$ cat src/rtl/swap_request_ctrl.sv
// swap_request_ctrl: debounced manual / periodic auto swap requests with a
// request/done handshake, timeout, pending coalescing and completion count.
//
// Ports:
//   sys_clk      in   single clock, rising edge
//   reset        in   synchronous active-high reset
//   key_n        in   raw active-low pushbutton (asynchronous)
//   enable       in   low blocks new requests and drops a pending one
//   mode_auto    in   high enables periodic auto requests
//   swap_done    in   one-cycle completion pulse from the buffer controller
//   swap_buffer  out  one-cycle swap request pulse
//   busy         out  high while a handshake is in progress
//   swap_count   out  completed swaps, wraps modulo 2^COUNT_W
//   timeout_err  out  sticky, handshake timed out
//   overrun      out  sticky, request arrived with one already pending
module swap_request_ctrl #(
    parameter int DEBOUNCE_CYCLES = 500000,
    parameter int AUTO_PERIOD     = 833333,
    parameter int TIMEOUT_CYCLES  = 2000000,
    parameter int COUNT_W         = 16
) (
    input  logic               sys_clk,
    input  logic               reset,
    input  logic               key_n,
    input  logic               enable,
    input  logic               mode_auto,
    input  logic               swap_done,
    output logic               swap_buffer,
    output logic               busy,
    output logic [COUNT_W-1:0] swap_count,
    output logic               timeout_err,
    output logic               overrun
);

    localparam int DB_W = $clog2(DEBOUNCE_CYCLES);
    localparam int AP_W = $clog2(AUTO_PERIOD);
    localparam int TO_W = $clog2(TIMEOUT_CYCLES);

    localparam logic [DB_W-1:0] DB_MAX = DB_W'(DEBOUNCE_CYCLES - 1);
    localparam logic [AP_W-1:0] AP_MAX = AP_W'(AUTO_PERIOD - 1);
    localparam logic [TO_W-1:0] TO_MAX = TO_W'(TIMEOUT_CYCLES - 1);

    typedef enum logic [1:0] {
        IDLE        = 2'd0,
        ASSERT_SWAP = 2'd1,
        WAIT_DONE   = 2'd2
    } state_t;

    state_t state_q, state_d;

    logic               sync1_q, key_sync_q;
    logic               key_db_q, key_db_d;
    logic               key_db_dly_q;
    logic [DB_W-1:0]    db_cnt_q, db_cnt_d;
    logic [AP_W-1:0]    ap_cnt_q, ap_cnt_d;
    logic [TO_W-1:0]    to_cnt_q, to_cnt_d;
    logic               pending_q, pending_d;
    logic [COUNT_W-1:0] count_q, count_d;
    logic               terr_q, terr_d;
    logic               ovr_q, ovr_d;

    logic manual_req;
    logic auto_tick;
    logic req;
    logic to_hit;

    // Two-flop synchroniser; idles released (high).
    always_ff @(posedge sys_clk) begin
        if (reset) begin
            sync1_q    <= 1'b1;
            key_sync_q <= 1'b1;
        end else begin
            sync1_q    <= key_n;
            key_sync_q <= sync1_q;
        end
    end

    // Debounce: a level change is taken only after DEBOUNCE_CYCLES
    // consecutive cycles of disagreement.
    always_comb begin
        key_db_d = key_db_q;
        db_cnt_d = '0;
        if (key_sync_q != key_db_q) begin
            if (db_cnt_q == DB_MAX) begin
                key_db_d = key_sync_q;
            end else begin
                db_cnt_d = db_cnt_q + DB_W'(1);
            end
        end
    end

    // Key release (rising key_db) is the manual trigger.
    assign manual_req = key_db_q & ~key_db_dly_q;

    // Period counter runs only while auto mode is live.
    always_comb begin
        ap_cnt_d = '0;
        if (mode_auto && enable && (ap_cnt_q != AP_MAX)) begin
            ap_cnt_d = ap_cnt_q + AP_W'(1);
        end
    end

    assign auto_tick = mode_auto & (ap_cnt_q == AP_MAX);

    // Simultaneous manual and auto triggers merge into one request.
    assign req    = enable & (manual_req | auto_tick);
    assign to_hit = (to_cnt_q == TO_MAX);

    // State register
    always_ff @(posedge sys_clk) begin
        if (reset) begin
            state_q <= IDLE;
        end else begin
            state_q <= state_d;
        end
    end

    // Next-state logic
    always_comb begin
        state_d = state_q;
        unique case (state_q)
            IDLE: begin
                if (enable && (req || pending_q)) begin
                    state_d = ASSERT_SWAP;
                end
            end
            ASSERT_SWAP: begin
                state_d = WAIT_DONE;
            end
            WAIT_DONE: begin
                if (swap_done || to_hit) begin
                    state_d = IDLE;
                end
            end
            default: begin
                state_d = IDLE;
            end
        endcase
    end

    // Outputs decoded from registered state only
    always_comb begin
        swap_buffer = (state_q == ASSERT_SWAP);
        busy        = (state_q != IDLE);
    end

    // Handshake datapath: pending flag, timer, count, sticky flags
    always_comb begin
        pending_d = pending_q;
        to_cnt_d  = '0;
        count_d   = count_q;
        terr_d    = terr_q;
        ovr_d     = ovr_q;
        if (state_q == IDLE) begin
            if (enable && (req || pending_q)) begin
                pending_d = 1'b0;
            end
        end else if (req) begin
            // Only one request is remembered; extras are flagged.
            if (pending_q) begin
                ovr_d = 1'b1;
            end else begin
                pending_d = 1'b1;
            end
        end
        if (state_q == WAIT_DONE) begin
            to_cnt_d = to_cnt_q + TO_W'(1);
            if (swap_done) begin
                count_d = count_q + COUNT_W'(1);
            end else if (to_hit) begin
                terr_d = 1'b1;
            end
        end
        if (!enable) begin
            pending_d = 1'b0;
        end
    end

    always_ff @(posedge sys_clk) begin
        if (reset) begin
            key_db_q     <= 1'b1;
            key_db_dly_q <= 1'b1;
            db_cnt_q     <= '0;
            ap_cnt_q     <= '0;
            to_cnt_q     <= '0;
            pending_q    <= 1'b0;
            count_q      <= '0;
            terr_q       <= 1'b0;
            ovr_q        <= 1'b0;
        end else begin
            key_db_q     <= key_db_d;
            key_db_dly_q <= key_db_q;
            db_cnt_q     <= db_cnt_d;
            ap_cnt_q     <= ap_cnt_d;
            to_cnt_q     <= to_cnt_d;
            pending_q    <= pending_d;
            count_q      <= count_d;
            terr_q       <= terr_d;
            ovr_q        <= ovr_d;
        end
    end

    assign swap_count  = count_q;
    assign timeout_err = terr_q;
    assign overrun     = ovr_q;

endmodule

$ cat config.mk
export PLATFORM = sky130hd
export DESIGN_NAME = swap_request_ctrl
export DESIGN_NICKNAME = d
export VERILOG_FILES = /design/src/rtl/swap_request_ctrl.sv
export SDC_FILE = /design/constraint.sdc
export NUM_CORES = 1
export LEC_CHECK = 0
export CAP_MARGIN = 40
export CORE_UTILIZATION = 42
export DETAILED_ROUTE_END_ITERATION = 6
export GPL_ROUTABILITY_DRIVEN = 0
export HOLD_SLACK_MARGIN = 0.08
export RECOVER_POWER = 50
export SLEW_MARGIN = 20
export SYNTH_ARGS = -nofsm -noshare
export SYNTH_HDL_FRONTEND = slang
export SYNTH_SLANG_ARGS = --single-unit
$ cat constraint.sdc
create_clock -name sys_clk -period 2.3 [get_ports sys_clk]
set_input_delay 0.46 -clock sys_clk [delete_from_list [all_inputs] [get_ports sys_clk]]
set_output_delay 0.46 -clock sys_clk [all_outputs]
set_load 0.01 [all_outputs]
==> results of run 1 <==
## area by class of cell
| class | instances | area share, % |
|---|---|---|
| Multi-Input combinational cell | 327 | 45.49 |
| Clock inverter | 5 | 1.872 |
| Clock buffer | 11 | 3.157 |
| Timing Repair Buffer | 35 | 6.873 |
| Tap cell | 108 | 3.018 |
| Sequential cell | 85 | 38.00 |
| Inverter | 19 | 1.593 |
## power by group
group | internal [mW] | switching (mW) | leakage [nW]
Clock | 0.643 | 0.534 | 0.106
Combinational | 0.0144 | 0.0212 | 0.579
Sequential | 1.47 | 0.00245 | 0.685
## cell families after synthesis
family / after synthesis / synth area share (%)
xor+xnor: 52 / 11.81
simple gates: 227 / 31.99
flops: 85 / 44.13
mux: 5 / 1.363
buf+inv: 29 / 3.050
fa+ha+maj: 5 / 1.622
compound gates: 38 / 6.035
## worst reg2reg max path, cell delays in order (launching register included)
cell and delay (ns):
dfxtp_1 0.40, ha_1 0.22, nand3_1 0.18, or4_1 0.61, or3_1 0.37, a21oi_1 0.14
## cells in the mapped netlist, types with 2 or more instances
master and count:
nand2b_1 2, nand4_1 21, o21a_1 2, o31ai_1 4, a31o_2 2, xor2_1 14, a211oi_1 2, nor2b_1 5
dfxtp_1 85, inv_1 19, a21oi_1 14, xnor2_1 38, nor4bb_1 2, and4_1 3, nor3_1 15, or4_1 8
and3_1 7, mux2_2 2, or3b_2 2, nor2_1 76, or2_2 3, nand3_1 24, ha_1 5, nand4b_1 2
nor4b_1 4, mux2i_1 3, clkbuf_1 7, nand2_1 21, or3_1 7, o21ai_0 8, nor4_1 14
## sequential cells by signal (all words and copies together), names as in the netlist
register      flops
to_cnt_q         21
overrun           1
key_db_q          1
key_sync_q        1
swap_count       16
key_db_dly_q      1
state_q           2
ap_cnt_q         20
timeout_err       1
sync1_q           1
pending_q         1
db_cnt_q         19
## per-layer routing
layer / GRT usage, % / share of wire (%) / vias to the layer above
li1: - / - / 1625
met1: 24.19 / 52 / 1460
met5: 0 / 0 / -
met4: 6.294 / 1.3 / 0
met3: 4.510 / 3.5 / 11
met2: 26.76 / 43 / 43
## how the worst max path moves through the flow
stage / start / endpoint / slack, ns / depth (start not counted)
floorplan: db_cnt_q[14] / key_db_q / 0.45 / 4
global placement: swap_done / swap_count[13] / 0.24 / 6
detailed placement: swap_done / swap_count[15] / 0.21 / 6
CTS: state_q[0] / swap_buffer / 0.16 / 2
global route: state_q[0] / swap_buffer / 0.07 / 2
finish: state_q[0] / swap_buffer / 0.18 / 2
## metrics by stage
stage	cell area, µm²	util, %	hold slack [ns]	std cells	worst slack, ns
after floorplan	3856	-	0.3895	441	0.4508
after global placement	4270	48.49	0.4030	574	0.2416
after detailed placement	4270	48.49	0.3975	574	0.2054
after CTS	4496	51.05	0.4220	590	0.1596
after global routing	4478	50.85	0.4238	590	0.07496
final	4478	50.85	0.4187	590	0.1810
## cell usage in the layout (no fill, tap or decap), drive strengths merged, types with 7 or more instances in the layout
cell type / n
nor2: 76
or3: 8
a21oi: 14
inv: 19
nand4: 22
clkdlybuf4s50: 20
o21ai: 10
or4: 9
nor3: 15
dfxtp: 85
and3: 7
xnor2: 38
xor2: 14
nor4: 16
nand2: 21
clkbuf: 16
nand3: 24
==> results.json, run 1 <==
{
  "power_mw": 2.688,
  "synthDistinctLibCells": 51,
  "ys.flop_type": "dfxtp_1",
  "hold_path.class": "register to register",
  "worstSetupPathType": "register to primary output",
  "crit_slowest_cell": "clkdlybuf4s50_1",
  "crit_fanout": 8,
  "die_w_um": 97.82,
  "cts_hold_buf": 0,
  "cts_sinks": 85,
  "nNetsFinal": 488,
  "peakVddDrop_v": 0.0002595,
  "hold_viol": 0,
  "grt_max_degree": 30,
  "cts_tree": "done",
  "cpPeakStageDelay_ns": 0.59,
  "setup_tns_ns": 0,
  "dp_hpwl_mm": 5.337,
  "r2r_cells": 5,
  "maxCapViolCount": 0,
  "yosysWarnings": 0,
  "fin_crit_sh_pct": 92.13,
  "setup_viol": 0,
  "cp.arrival_ns": 1.66,
  "start_util_pct": 43.79,
  "finClkSkew_ns": 0.009298,
  "clock_latency_ns": 0.36,
  "syn_nets": 452,
  "yosys.area.top_type": "dfxtp_1",
  "netlist_area_mm2": 0.003856,
  "syn_to_final_growth_pct": 16.13,
  "path_clk_slew_ns": 0.09,
  "cts_setup_buffers": 0,
  "synth_cells": 441,
  "slew_headroom_pct": 56.35,
  "cts-resized-gates": 0,
  "hold_depth": 1,
  "cts_max_level": 3,
  "crit_buf_inv": 1,
  "grt_pass1_vias": 2901,
  "drt_drc_violations_left": 0,
  "drt-pass1-iter-count": 4,
  "grt_remaining_overflow": 0,
  "p_per_area_mw_per_mm2": 600.3,
  "core-area_mm2": 0.008806,
  "worstHoldStart": "sync1_q",
  "cp_top_family": "buffers and inverters",
  "period_needed_ns": 2.119,
  "die_h_um": 97.82,
  "synth-seq-cells": 85,
  "r2r_slack_ns": 0.31,
  "diodes": 0,
  "dieArea_mm2": 0.009569,
  "vias": 3139,
  "synth.top_cell.area_share_pct": 44.13,
  "avgRoutedWirePerCell_um": 12.90,
  "synth_area_leaders": "dfxtp_1, xnor2_1, nor2_1, nand4_1, xor2_1",
  "vias_per_cell": 5.320,
  "post_synth.cell_area_avg_um2": 8.744,
  "grt_use_total_pct": 17.64,
  "min_to": "key_sync_q",
  "worstSetupEndpointType": "primary output",
  "drt_iter0_drc": 156,
  "grt_pass1_wl_mm": 13.78,
  "cts_inserted_buffers": 9,
  "rsz0062_at_grt": "no",
  "multi_input_area_mm2": 0.002037,
  "n_fill_cell": 842,
  "cts_root_buffer": "clkbuf_8",
  "antenna_found_initial": 0,
  "leakage_nw": 1.370,
  "r2r-end": "db_cnt_q[18]",
  "synth-edff-count": 0,
  "io_buffer_count": 25,
  "worstReg2RegStart": "db_cnt_q[0]",
  "finalWirelength_mm": 7.611,
  "startpoint_type": "register",
  "fmax_mhz": 471.9,
  "status": "completed",
  "rows": 34,
  "tightest_slew_ns": 0.6493,
  "worstPathCellList": "nor2b_1 -> clkdlybuf4s50_1",
  "ioPinCount": 26,
  "drive_gt1_share_pct": 7.469,
  "crit_required_ns": 1.84,
  "ys_seq_area_share_pct": 44.13,
  "cts.path.max_buffers": 2,
  "drtAntennaViolNets": 0,
  "register_area_mm2": 0.001702,
  "slew_viol_final": 0,
  "async_reset_ff_share_pct": 0
}
No activity file was read; power rests on OpenSTA's default activity.
==> inputs of run 2 (changes only) <==
--- a/config.mk
+++ b/config.mk
@@ -10,6 +10,7 @@
 export DETAILED_ROUTE_END_ITERATION = 6
 export GPL_ROUTABILITY_DRIVEN = 0
 export HOLD_SLACK_MARGIN = 0.08
+export MAX_ROUTING_LAYER = met4
 export RECOVER_POWER = 50
 export SLEW_MARGIN = 20
 export SYNTH_ARGS = -nofsm -noshare
==> run 2 against run 1 <==
Effect of this change: via count down 0.25%; largest power group unchanged; fmax about the same; total power about the same; final area unchanged; worst hold slack about the same.
==> results.json, run 2 (synthesized netlist as in run 1, its figures left out) <==
{
  "status": "completed",
  "slew_viol_final": 0,
  "drt_iter0_drc": 154,
  "rsz0062_at_grt": "no",
  "drive_gt1_share_pct": 7.469,
  "n_fill_cell": 842,
  "final_area_mm2": 0.004478,
  "r2r_slack_ns": 0.31,
  "die_w_um": 97.82,
  "setup_slack_ns": 0.1800,
  "setup_viol": 0,
  "avgRoutedWirePerCell_um": 12.93,
  "leakage_nw": 1.366,
  "grt_max_degree": 30,
  "mostFrequentLayoutCells": "dfxtp_1, nor2_1, xnor2_1",
  "hold_path.class": "register to register",
  "cts_root_buffer": "clkbuf_8",
  "cpPeakStageDelay_ns": 0.59,
  "finalWirelength_mm": 7.628,
  "startpoint_type": "register",
  "cts_setup_buffers": 0,
  "worstPathCellList": "nor2b_1 -> clkdlybuf4s50_1",
  "dieArea_mm2": 0.009569,
  "finClkSkew_ns": 0.008140,
  "drt-pass1-iter-count": 4,
  "drt_drc_violations_left": 0,
  "path_depth": 2,
  "antenna_found_initial": 0,
  "cp_top_family": "buffers and inverters",
  "io_buffer_count": 25,
  "slew_headroom_pct": 56.38,
  "path_clk_slew_ns": 0.09,
  "diodes": 0,
  "crit_fanout": 8,
  "clock_latency_ns": 0.36,
  "vias_per_cell": 5.307,
  "r2r_cells": 5,
  "p_per_area_mw_per_mm2": 600.5,
  "nNetsFinal": 488,
  "crit_buf_inv": 1,
  "drtAntennaViolNets": 0,
  "hold_depth": 1,
  "worstHoldStart": "sync1_q",
  "dp_hpwl_mm": 5.337,
  "largest_register_ff_count": 21,
  "fmax_mhz": 471.7,
  "worstReg2RegStart": "db_cnt_q[0]",
  "core-area_mm2": 0.008806,
  "maxCapViolCount": 0,
  "syn_to_final_growth_pct": 16.13,
  "rows": 34,
  "cts_tree": "done",
  "worstSetupPathType": "register to primary output",
  "worstSetupEndpointType": "primary output",
  "whs_ns": 0.4187,
  "fin_crit_sh_pct": 92.17,
  "crit_required_ns": 1.84,
  "setup_tns_ns": 0,
  "r2r-end": "db_cnt_q[18]",
  "cts_inserted_buffers": 9,
  "regMostFlops": "to_cnt_q",
  "crit_slowest_cell": "clkdlybuf4s50_1",
  "cts_sinks": 85,
  "hold_viol": 0,
  "cts_hold_buf": 0,
  "cts_max_level": 3,
  "grt_pass1_vias": 2904,
  "cts-resized-gates": 0,
  "start_util_pct": 43.79,
  "grt_use_total_pct": 18.23,
  "largestRegisters": "to_cnt_q: 21 flops, ap_cnt_q: 20 flops, db_cnt_q: 19 flops",
  "min_to": "key_sync_q",
  "vias": 3131,
  "grt_remaining_overflow": 0,
  "peakVddDrop_v": 0.0002595,
  "period_needed_ns": 2.120,
  "cts.path.max_buffers": 2,
  "post-place-ws_ns": 0.2054,
  "die_h_um": 97.82,
  "final_common_cell": "dfxtp_1",
  "ioPinCount": 26,
  "tightest_slew_ns": 0.6488,
  "placed_cell_area_mm2": 0.004270,
  "grt_pass1_wl_mm": 13.78,
  "cp.arrival_ns": 1.66
}
-- run 2: cell count changes in the layout (fill, tap and decap cells not counted) --
cell             change
dlygate4sd3_1        -1
clkdlybuf4s50_1      +1
-- run 2: layout make-up --
class,count,area (µm²),area share (%)
repair buffers,35,307.8,6.873
inverters,19,71.32,1.593
clock inverters,5,83.83,1.872
multi-input cells,327,2037,45.49
flip-flops and latches,85,1702,38.00
well taps,108,135.1,3.018
clock buffers,11,141.4,3.157
-- run 2: worst max-delay path by stage --
stage	slack (ns)	endpoint	startpoint
finish	0.18	swap_buffer	state_q[0]
global route	0.07	swap_buffer	state_q[0]
CTS	0.16	swap_buffer	state_q[0]
detailed placement	0.21	swap_count[15]	swap_done
global placement	0.24	swap_count[13]	swap_done
floorplan	0.45	key_db_q	db_cnt_q[14]
-- run 2: stage by stage --
step,instances,total power [mW],utilization [%]
final,590,2.689,50.85
after global routing,590,2.794,50.85
after CTS,590,2.734,51.05
after detailed placement,574,1.547,48.49
after global placement,574,1.547,48.49
after floorplan,441,1.529,-
-- run 2: per-layer routing --
layer	routed length [µm]	up-vias	GRT usage [%]
met5	0	-	-
met4	94	0	6.294
met3	253	9	4.510
met2	3318	43	26.76
met1	3961	1454	24.33
li1	-	1625	-
-- run 2: worst register-to-register path: stages, from the launching register on --
cell,delay [ns]
dfxtp_1,0.40
ha_1,0.22
nand3_1,0.18
or4_1,0.61
or3_1,0.37
a21oi_1,0.14
-- run 2: report_power, final --
part | switching, mW | leakage (nW) | total (mW) | internal [mW]
Combinational | 0.0213 | 0.575 | 0.0357 | 0.0144
Sequential | 0.00245 | 0.685 | 1.48 | 1.47
Clock | 0.534 | 0.106 | 1.18 | 0.643
Total | 0.558 | 1.37 | 2.69 | 2.13
